File: config.mk
export PLATFORM = sky130hd
export DESIGN_NAME = axil_decerr_slave_flat
export DESIGN_NICKNAME = d
export VERILOG_FILES = /design/src/rtl/axil_decerr_slave_if.sv /design/src/rtl/axil_decerr_slave.sv /design/src/flat_wrapper.sv
export SDC_FILE = /design/constraint.sdc
export NUM_CORES = 1
export LEC_CHECK = 0
export BUFFER_PORTS_ARGS = -buffer_cell sky130_fd_sc_hd__buf_2
export CAP_MARGIN = 30
export CORE_UTILIZATION = 44
export DETAILED_ROUTE_END_ITERATION = 16
export GPL_ROUTABILITY_DRIVEN = 0
export PLACE_DENSITY = 0.83
export SLEW_MARGIN = 10
export SYNTH_ARGS = -nofsm -noshare
export SYNTH_HDL_FRONTEND = slang
export SYNTH_SLANG_ARGS = --single-unit
File: constraint.sdc
create_clock -name clk -period 2.6 [get_ports clk]
set_input_delay 0.52 -clock clk [delete_from_list [all_inputs] [get_ports clk]]
set_output_delay 0.52 -clock clk [all_outputs]
set_load 0.01 [all_outputs]
File: src/rtl/axil_decerr_slave_if.sv
// AXI-Lite bus bundle for the decode-error slave.
// The slave modport is the block side; the master modport is the interconnect or bench side.
interface axil_decerr_slave_if #(
    parameter int ADDR_WIDTH = 32,
    parameter int DATA_WIDTH = 32
);
    logic [ADDR_WIDTH-1:0]   s_awaddr;
    logic                    s_awvalid;
    logic                    s_awready;
    logic [DATA_WIDTH-1:0]   s_wdata;
    logic [DATA_WIDTH/8-1:0] s_wstrb;
    logic                    s_wvalid;
    logic                    s_wready;
    logic [1:0]              s_bresp;
    logic                    s_bvalid;
    logic                    s_bready;
    logic [ADDR_WIDTH-1:0]   s_araddr;
    logic                    s_arvalid;
    logic                    s_arready;
    logic [DATA_WIDTH-1:0]   s_rdata;
    logic [1:0]              s_rresp;
    logic                    s_rvalid;
    logic                    s_rready;

    modport slave (
        input  s_awaddr, s_awvalid, s_wdata, s_wstrb, s_wvalid, s_bready,
        input  s_araddr, s_arvalid, s_rready,
        output s_awready, s_wready, s_bresp, s_bvalid,
        output s_arready, s_rdata, s_rresp, s_rvalid
    );

    modport master (
        output s_awaddr, s_awvalid, s_wdata, s_wstrb, s_wvalid, s_bready,
        output s_araddr, s_arvalid, s_rready,
        input  s_awready, s_wready, s_bresp, s_bvalid,
        input  s_arready, s_rdata, s_rresp, s_rvalid
    );
endinterface

File: src/rtl/axil_decerr_slave.sv
// Default AXI-Lite slave: it completes every transaction with DECERR.
// It also keeps saturating error counters and the last offending address for status registers.
module axil_decerr_slave #(
    parameter int          ADDR_WIDTH = 32,
    parameter int          DATA_WIDTH = 32,
    parameter logic [31:0] ERR_DATA   = 32'hDEAD_BEEF,
    parameter int          COUNT_W    = 16
) (
    input  logic                  clk,
    input  logic                  rst,
    axil_decerr_slave_if.slave    s,
    output logic [COUNT_W-1:0]    err_wr_count,
    output logic [COUNT_W-1:0]    err_rd_count,
    output logic [ADDR_WIDTH-1:0] last_err_addr
);
    localparam logic [1:0] RESP_DECERR = 2'b11;

    logic aw_done, w_done;
    logic aw_hs, w_hs, ar_hs, wr_complete;

    // The write data payload is accepted and discarded.
    logic unused_wpayload;
    assign unused_wpayload = ^{s.s_wdata, s.s_wstrb};

    // The readies are state-only, so they never wait on valid. They are held low during reset.
    assign s.s_awready = !rst && !aw_done && !s.s_bvalid;
    assign s.s_wready  = !rst && !w_done  && !s.s_bvalid;
    assign s.s_arready = !rst && !s.s_rvalid;

    assign aw_hs       = s.s_awvalid && s.s_awready;
    assign w_hs        = s.s_wvalid  && s.s_wready;
    assign ar_hs       = s.s_arvalid && s.s_arready;
    assign wr_complete = (aw_done || aw_hs) && (w_done || w_hs);

    always_ff @(posedge clk) begin
        if (rst) begin
            aw_done    <= 1'b0;
            w_done     <= 1'b0;
            s.s_bvalid <= 1'b0;
            s.s_bresp  <= 2'b00;
        end else begin
            if (s.s_bvalid && s.s_bready) begin
                s.s_bvalid <= 1'b0;
                s.s_bresp  <= 2'b00;
            end
            // Completion cannot coincide with a B handshake: both readies are low while bvalid is high.
            if (wr_complete) begin
                s.s_bvalid <= 1'b1;
                s.s_bresp  <= RESP_DECERR;
                aw_done    <= 1'b0;
                w_done     <= 1'b0;
            end else begin
                if (aw_hs) aw_done <= 1'b1;
                if (w_hs)  w_done  <= 1'b1;
            end
        end
    end

    always_ff @(posedge clk) begin
        if (rst) begin
            s.s_rvalid <= 1'b0;
            s.s_rresp  <= 2'b00;
            s.s_rdata  <= '0;
        end else if (ar_hs) begin
            s.s_rvalid <= 1'b1;
            s.s_rresp  <= RESP_DECERR;
            s.s_rdata  <= DATA_WIDTH'(ERR_DATA);
        end else if (s.s_rvalid && s.s_rready) begin
            s.s_rvalid <= 1'b0;
            s.s_rresp  <= 2'b00;
            s.s_rdata  <= '0;
        end
    end

    // Each counter steps on the cycle its response is launched.
    always_ff @(posedge clk) begin
        if (rst) begin
            err_wr_count  <= '0;
            err_rd_count  <= '0;
            last_err_addr <= '0;
        end else begin
            if (wr_complete && err_wr_count != '1)
                err_wr_count <= err_wr_count + COUNT_W'(1);
            if (ar_hs && err_rd_count != '1)
                err_rd_count <= err_rd_count + COUNT_W'(1);
            if (aw_hs)
                last_err_addr <= s.s_awaddr;
            else if (ar_hs)
                last_err_addr <= s.s_araddr;
        end
    end
endmodule

File: src/flat_wrapper.sv
// flat-port wrapper written by rule: the top's interface ports become plain ports
module axil_decerr_slave_flat 
#(
    parameter int          ADDR_WIDTH = 32,
    parameter int          DATA_WIDTH = 32,
    parameter logic [31:0] ERR_DATA   = 32'hDEAD_BEEF,
    parameter int          COUNT_W    = 16
)
  (clk, rst, err_wr_count, err_rd_count, last_err_addr, s_s_awaddr, s_s_awvalid, s_s_wdata, s_s_wstrb, s_s_wvalid, s_s_bready, s_s_araddr, s_s_arvalid, s_s_rready, s_s_awready, s_s_wready, s_s_bresp, s_s_bvalid, s_s_arready, s_s_rdata, s_s_rresp, s_s_rvalid);
  axil_decerr_slave_if #(.ADDR_WIDTH(ADDR_WIDTH), .DATA_WIDTH(DATA_WIDTH)) s_i ();
  input  logic clk;
  input  logic rst;
  output logic [COUNT_W-1:0] err_wr_count;
  output logic [COUNT_W-1:0] err_rd_count;
  output logic [ADDR_WIDTH-1:0] last_err_addr;
  input wire logic [$bits(s_i.s_awaddr)-1:0] s_s_awaddr;
  input wire logic [$bits(s_i.s_awvalid)-1:0] s_s_awvalid;
  input wire logic [$bits(s_i.s_wdata)-1:0] s_s_wdata;
  input wire logic [$bits(s_i.s_wstrb)-1:0] s_s_wstrb;
  input wire logic [$bits(s_i.s_wvalid)-1:0] s_s_wvalid;
  input wire logic [$bits(s_i.s_bready)-1:0] s_s_bready;
  input wire logic [$bits(s_i.s_araddr)-1:0] s_s_araddr;
  input wire logic [$bits(s_i.s_arvalid)-1:0] s_s_arvalid;
  input wire logic [$bits(s_i.s_rready)-1:0] s_s_rready;
  output wire logic [$bits(s_i.s_awready)-1:0] s_s_awready;
  output wire logic [$bits(s_i.s_wready)-1:0] s_s_wready;
  output wire logic [$bits(s_i.s_bresp)-1:0] s_s_bresp;
  output wire logic [$bits(s_i.s_bvalid)-1:0] s_s_bvalid;
  output wire logic [$bits(s_i.s_arready)-1:0] s_s_arready;
  output wire logic [$bits(s_i.s_rdata)-1:0] s_s_rdata;
  output wire logic [$bits(s_i.s_rresp)-1:0] s_s_rresp;
  output wire logic [$bits(s_i.s_rvalid)-1:0] s_s_rvalid;
  assign s_i.s_awaddr = s_s_awaddr;
  assign s_i.s_awvalid = s_s_awvalid;
  assign s_i.s_wdata = s_s_wdata;
  assign s_i.s_wstrb = s_s_wstrb;
  assign s_i.s_wvalid = s_s_wvalid;
  assign s_i.s_bready = s_s_bready;
  assign s_i.s_araddr = s_s_araddr;
  assign s_i.s_arvalid = s_s_arvalid;
  assign s_i.s_rready = s_s_rready;
  assign s_s_awready = s_i.s_awready;
  assign s_s_wready = s_i.s_wready;
  assign s_s_bresp = s_i.s_bresp;
  assign s_s_bvalid = s_i.s_bvalid;
  assign s_s_arready = s_i.s_arready;
  assign s_s_rdata = s_i.s_rdata;
  assign s_s_rresp = s_i.s_rresp;
  assign s_s_rvalid = s_i.s_rvalid;
  axil_decerr_slave #(.ADDR_WIDTH(ADDR_WIDTH), .DATA_WIDTH(DATA_WIDTH), .ERR_DATA(ERR_DATA), .COUNT_W(COUNT_W)) u_core (.clk(clk), .rst(rst), .s(s_i), .err_wr_count(err_wr_count), .err_rd_count(err_rd_count), .last_err_addr(last_err_addr));
endmodule
-- After elaboration in Yosys (flattened, before gate mapping)
Cells that the tools add are included.
- register bits: 96
- logic and storage cells: 50
- output and inout port bits: 105
- input bits: 107
- reductions and logical operators: 24
- muxes and demuxes: 12
- equal/unequal tests: 2
- add/sub/neg operators: 2
- operators with widths (cell ; number):
    32-bit two-way mux ; 4
    16-bit by 1-bit adder with 16-bit output, second input constant ; 2
    16-bit inequality test, second input constant ; 2
    1-bit logical AND ; 13
    2-bit two-way mux ; 4
    2-bit nonzero test ; 3
    1-bit zero test ; 5
    1-bit two-way mux ; 4
    1-bit logical OR ; 2
    2-bit OR reduction ; 1

-- Longest topological paths before layout
- depth after elaboration: 7
- mapped depth: 7
- gate-level depth less buffers: 5

-- Worst setup path after synthesis
OpenSTA, ideal clock, no wires.
- path type: register to register
- from: reg, netlist name u_core.s.s_rdata[30]
- to: reg u_core.err_rd_count[10]
- library setup time: 121 ps
- stages on the path, launching flop included: 6
- required time: 2479 ps
- data arrival time: 1886 ps
- slack: 593 ps
- buffers on the path: 1
- cell sequence: dfxtp_1 > or3b_1 > buf_2 > nor2_1 > and4bb_2 > mux2_2
- RTL lines (element ; RTL line ; source):
    end signal, assigned ; axil_decerr_slave.sv:85 ; err_rd_count <= err_rd_count + COUNT_W'(1);
    end, declared ; axil_decerr_slave.sv:13 ; output logic [COUNT_W-1:0] err_rd_count,

-- Worst setup path after layout
- from: reg u_core.err_rd_count[0]
- to: reg u_core.err_rd_count[10]
- word-level cells in the longest chain between the ends: 2
- elaborated cells on any way between the ends: 3
- classes of those cells: add/sub: 1; eq/ne: 1; reduce/logical: 1
- ends and longest elaborated chain (element):
    branches (longest 2 deep; another with 16-bit by 1-bit adder with 16-bit output)
Several ways; the timed one is not identified.
A chain may end at the register's enable or synchronous reset.

==> impl_results.md <==
- Status: completed
- Core outline area: 7770 sq um
- Post_cts resized: 0
- DRC: 0
- Final period utilization: 0.755
- Internal: roughly 1.7 mW
- Post-DP HPWL: 6520 microns
- Row cnt: 32
- Dpl ws: 0.441 ns
- Final core utilization: 0.572
- Area taken by multi-input logic gates: roughly 1800 sq um
- Hold endpoint: u_core.s.s_rdata[30]
- Worst r2r src: u_core.err_rd_count[0]
- Synth Cell Area: 3560 sq um
- Reg power frac: 0.478
- Final slew viol count: 0
- Total Routing Usage GR: 0.215
- Cell Chain, Critical Path: ha_1 > nand4_1 > nor2_1 > and4bb_2 > mux2_2
- Total wire length: about 9100 microns
- RSZ-0062 raised after global routing: false
- Num CTS Buffers: 9
- Ys Warns: 0
- Slew HR: 0.389
- Top post-synthesis cells by area: dfxtp_1 38%, a311oi_1 8.1%, nand2_1 8.0%
- Max-Cap Viols: 0
- Vias in the first global route: 3242
- Clk pin slew, worst setup/hold paths: 0.07 ns
- Asr flop ratio synth: 0
- Clk_lat worst skew: 0.33 ns
- Syn_area_per_cell: 8.19 sq um
- Antenna violations before repair: 0
- CTS Hold Bufs: 0
- Psw: 0.625 mW
- Antenna fix cells: 0
- Critical Path AT: around 2.2 ns
- Post-DRT Antenna Nets: 0
- Sequential area share after synthesis: 0.382
- Worst hold path depth: 2
- PD cells: 532 nW/um^2
- Overflow after GRT: 0
- Total power: approximately 2.4 mW
- Post-route cell area: 4450 sq um
- Seq cells post-synth: 68
- Area leader, netlist: dfxtp_1
- Wire length of the first global-routing pass: 14700 microns
- Min Hold Slack: 0.370 ns
- Max rail drop VDD: 0.291 mV
- Share of cells above drive strength 1: 0.363
- Die Width: around 92 microns
- Clock power frac: 0.365
- Leakage power: 2.00 nW
- Pre-antenna DRT Iters: 4
- Die Ht: 92.0 microns
- Critical path data required time: around 2.8 ns
- Worst Tran Pin Value: between 0.9 and 1 ns
- H-tree depth: 3
- Endpoint class of the critical path: flop
- Area post-placement: around 4300 sq um
- Netlist cell types: 51
- HP Class: primary input to flop
- Routed vias/inst: 5.33
- R2r setup slk: between 0.6 and 0.7 ns
- Setup violations, final: 0
- CTS sink cnt: 68
- Routed len/inst: 13.5 microns
- Fillers: around 740
- Clock skew: 0.00923 ns
- TNS Setup: 0 ns
- Comb power frac: 0.157
- Top FF cell, synth: dfxtp_1
- EDFF count, synth: 0
- Top post-synthesis cells by count: 76 x nand2_1, 68 x dfxtp_1, 48 x nor2_1, 36 x buf_4, 33 x a311oi_1
- Root Driver: clkbuf_8
- Critical path's slowest cell: dfxtp_1
- Final hold vios: 0
- Post-CTS setup buffers: 0
- Crit-path max FO: 6
- Hold_sp: s_s_rready
- Reg area: ~1400 sq um
- Tmin final: 1.96 ns
- Port-buffer cells: 167
- WS Path Type: flop to flop
- Post-Syn Instances: 435
- CP Launch Type: flop
- Achievable Freq: 510 MHz
- Synth top area share: 0.382
- Vias: ~3600
- Filler-free cell count of the finished design: 672
- Top-count cell post-synth: nand2_1
- Area grow syn2layout: 24.7%
- Initial Util: 0.459
- CTS Buffer Depth: 2
- # nets final: between 600 and 700
- FF-to-FF End: u_core.err_rd_count[10]
- FF-to-FF path depth: 5
- Top Ports: 212
- Sw frac: 0.265
- Fin worst setup slack: 0.638 ns
- 1st-iter DRT viols: 107
- DIE AREA: 8470 sq um
- Placed Cells: 658
- Pin count of the biggest net entering global routing: 36
- TritonCTS clock tree: yes
- CP peak stage delay: ~0.45 ns
area by class of cell:
type,count,share of cell area
Timing Repair Buffer,178,0.209
Tap cell,102,0.0287
Sequential cell,68,0.306
Clock inverter,2,0.00788
Clock buffer,12,0.0349
Inverter,6,0.00506
Multi-Input combinational cell,304,0.408
critical path, delay by kind of cell (launching register included):
kind	cells	cell delay (ns)
AND/OR/NAND/NOR	3	0.86
multiplexers	1	0.32
adder cells (fa/ha/maj)	1	0.23
flip-flops	1	0.45
routing by layer:
metal,part of all wire,GRT usage,vias to the layer above
met5,0,0,-
met1,0.43,0.259,1634
met4,0.012,0.0859,0
li1,-,-,1803
met2,0.49,0.368,136
met3,0.065,0.0481,9
layout by cell type, fill, tap and decap left out, types with 11 or more instances in the layout:
cell      count
nand2_1      75
buf_2       167
or4_1        11
clkbuf_8     11
dfxtp_1      68
nor2_1       48
a311oi_1     33
a21oi_1      19
registers in the layout, indices dropped and copies added (netlist names):
| register | cells |
|---|---|
| u_core.aw_done | 1 |
| u_core.err_rd_count | 16 |
| u_core.s.s_bresp | 1 |
| u_core.s.s_rdata | 1 |
| u_core.w_done | 1 |
| u_core.err_wr_count | 16 |
| u_core.last_err_addr | 32 |
worst max path at each step:
stage | from | endpoint | slack, ns
after floorplan | u_core.s.s_rdata[30] | u_core.err_rd_count[10] | 0.59
after global placement | rst | u_core.err_wr_count[15] | 0.49
after detailed placement | rst | u_core.err_rd_count[14] | 0.44
after CTS | u_core.err_rd_count[0] | u_core.err_rd_count[10] | 0.64
after global routing | u_core.err_rd_count[0] | u_core.err_rd_count[10] | 0.49
final | u_core.err_rd_count[0] | u_core.err_rd_count[10] | 0.64
power by group through the flow:
stage	combinational, mW	sequential (mW)	clock, mW
floorplan	0.222	1.18	0
detailed placement	0.374	1.15	0
global route	0.407	1.14	0.927
CTS	0.374	1.13	0.882
finish	0.371	1.13	0.863
global placement	0.363	1.15	0
logic make-up (layout without fill, tap and decap cells):
kind of cell	after synthesis	in the layout	synth area share
and+or+nand+nor	200	200	0.288
adders and majority gates	2	2	0.00702
AOI/OAI and AO/OA	86	86	0.180
muxes	8	8	0.0249
other	1	8	0.00105
DFF	68	68	0.382
buffers and inverters	70	198	0.117
No activity file was read; power rests on OpenSTA's default activity.
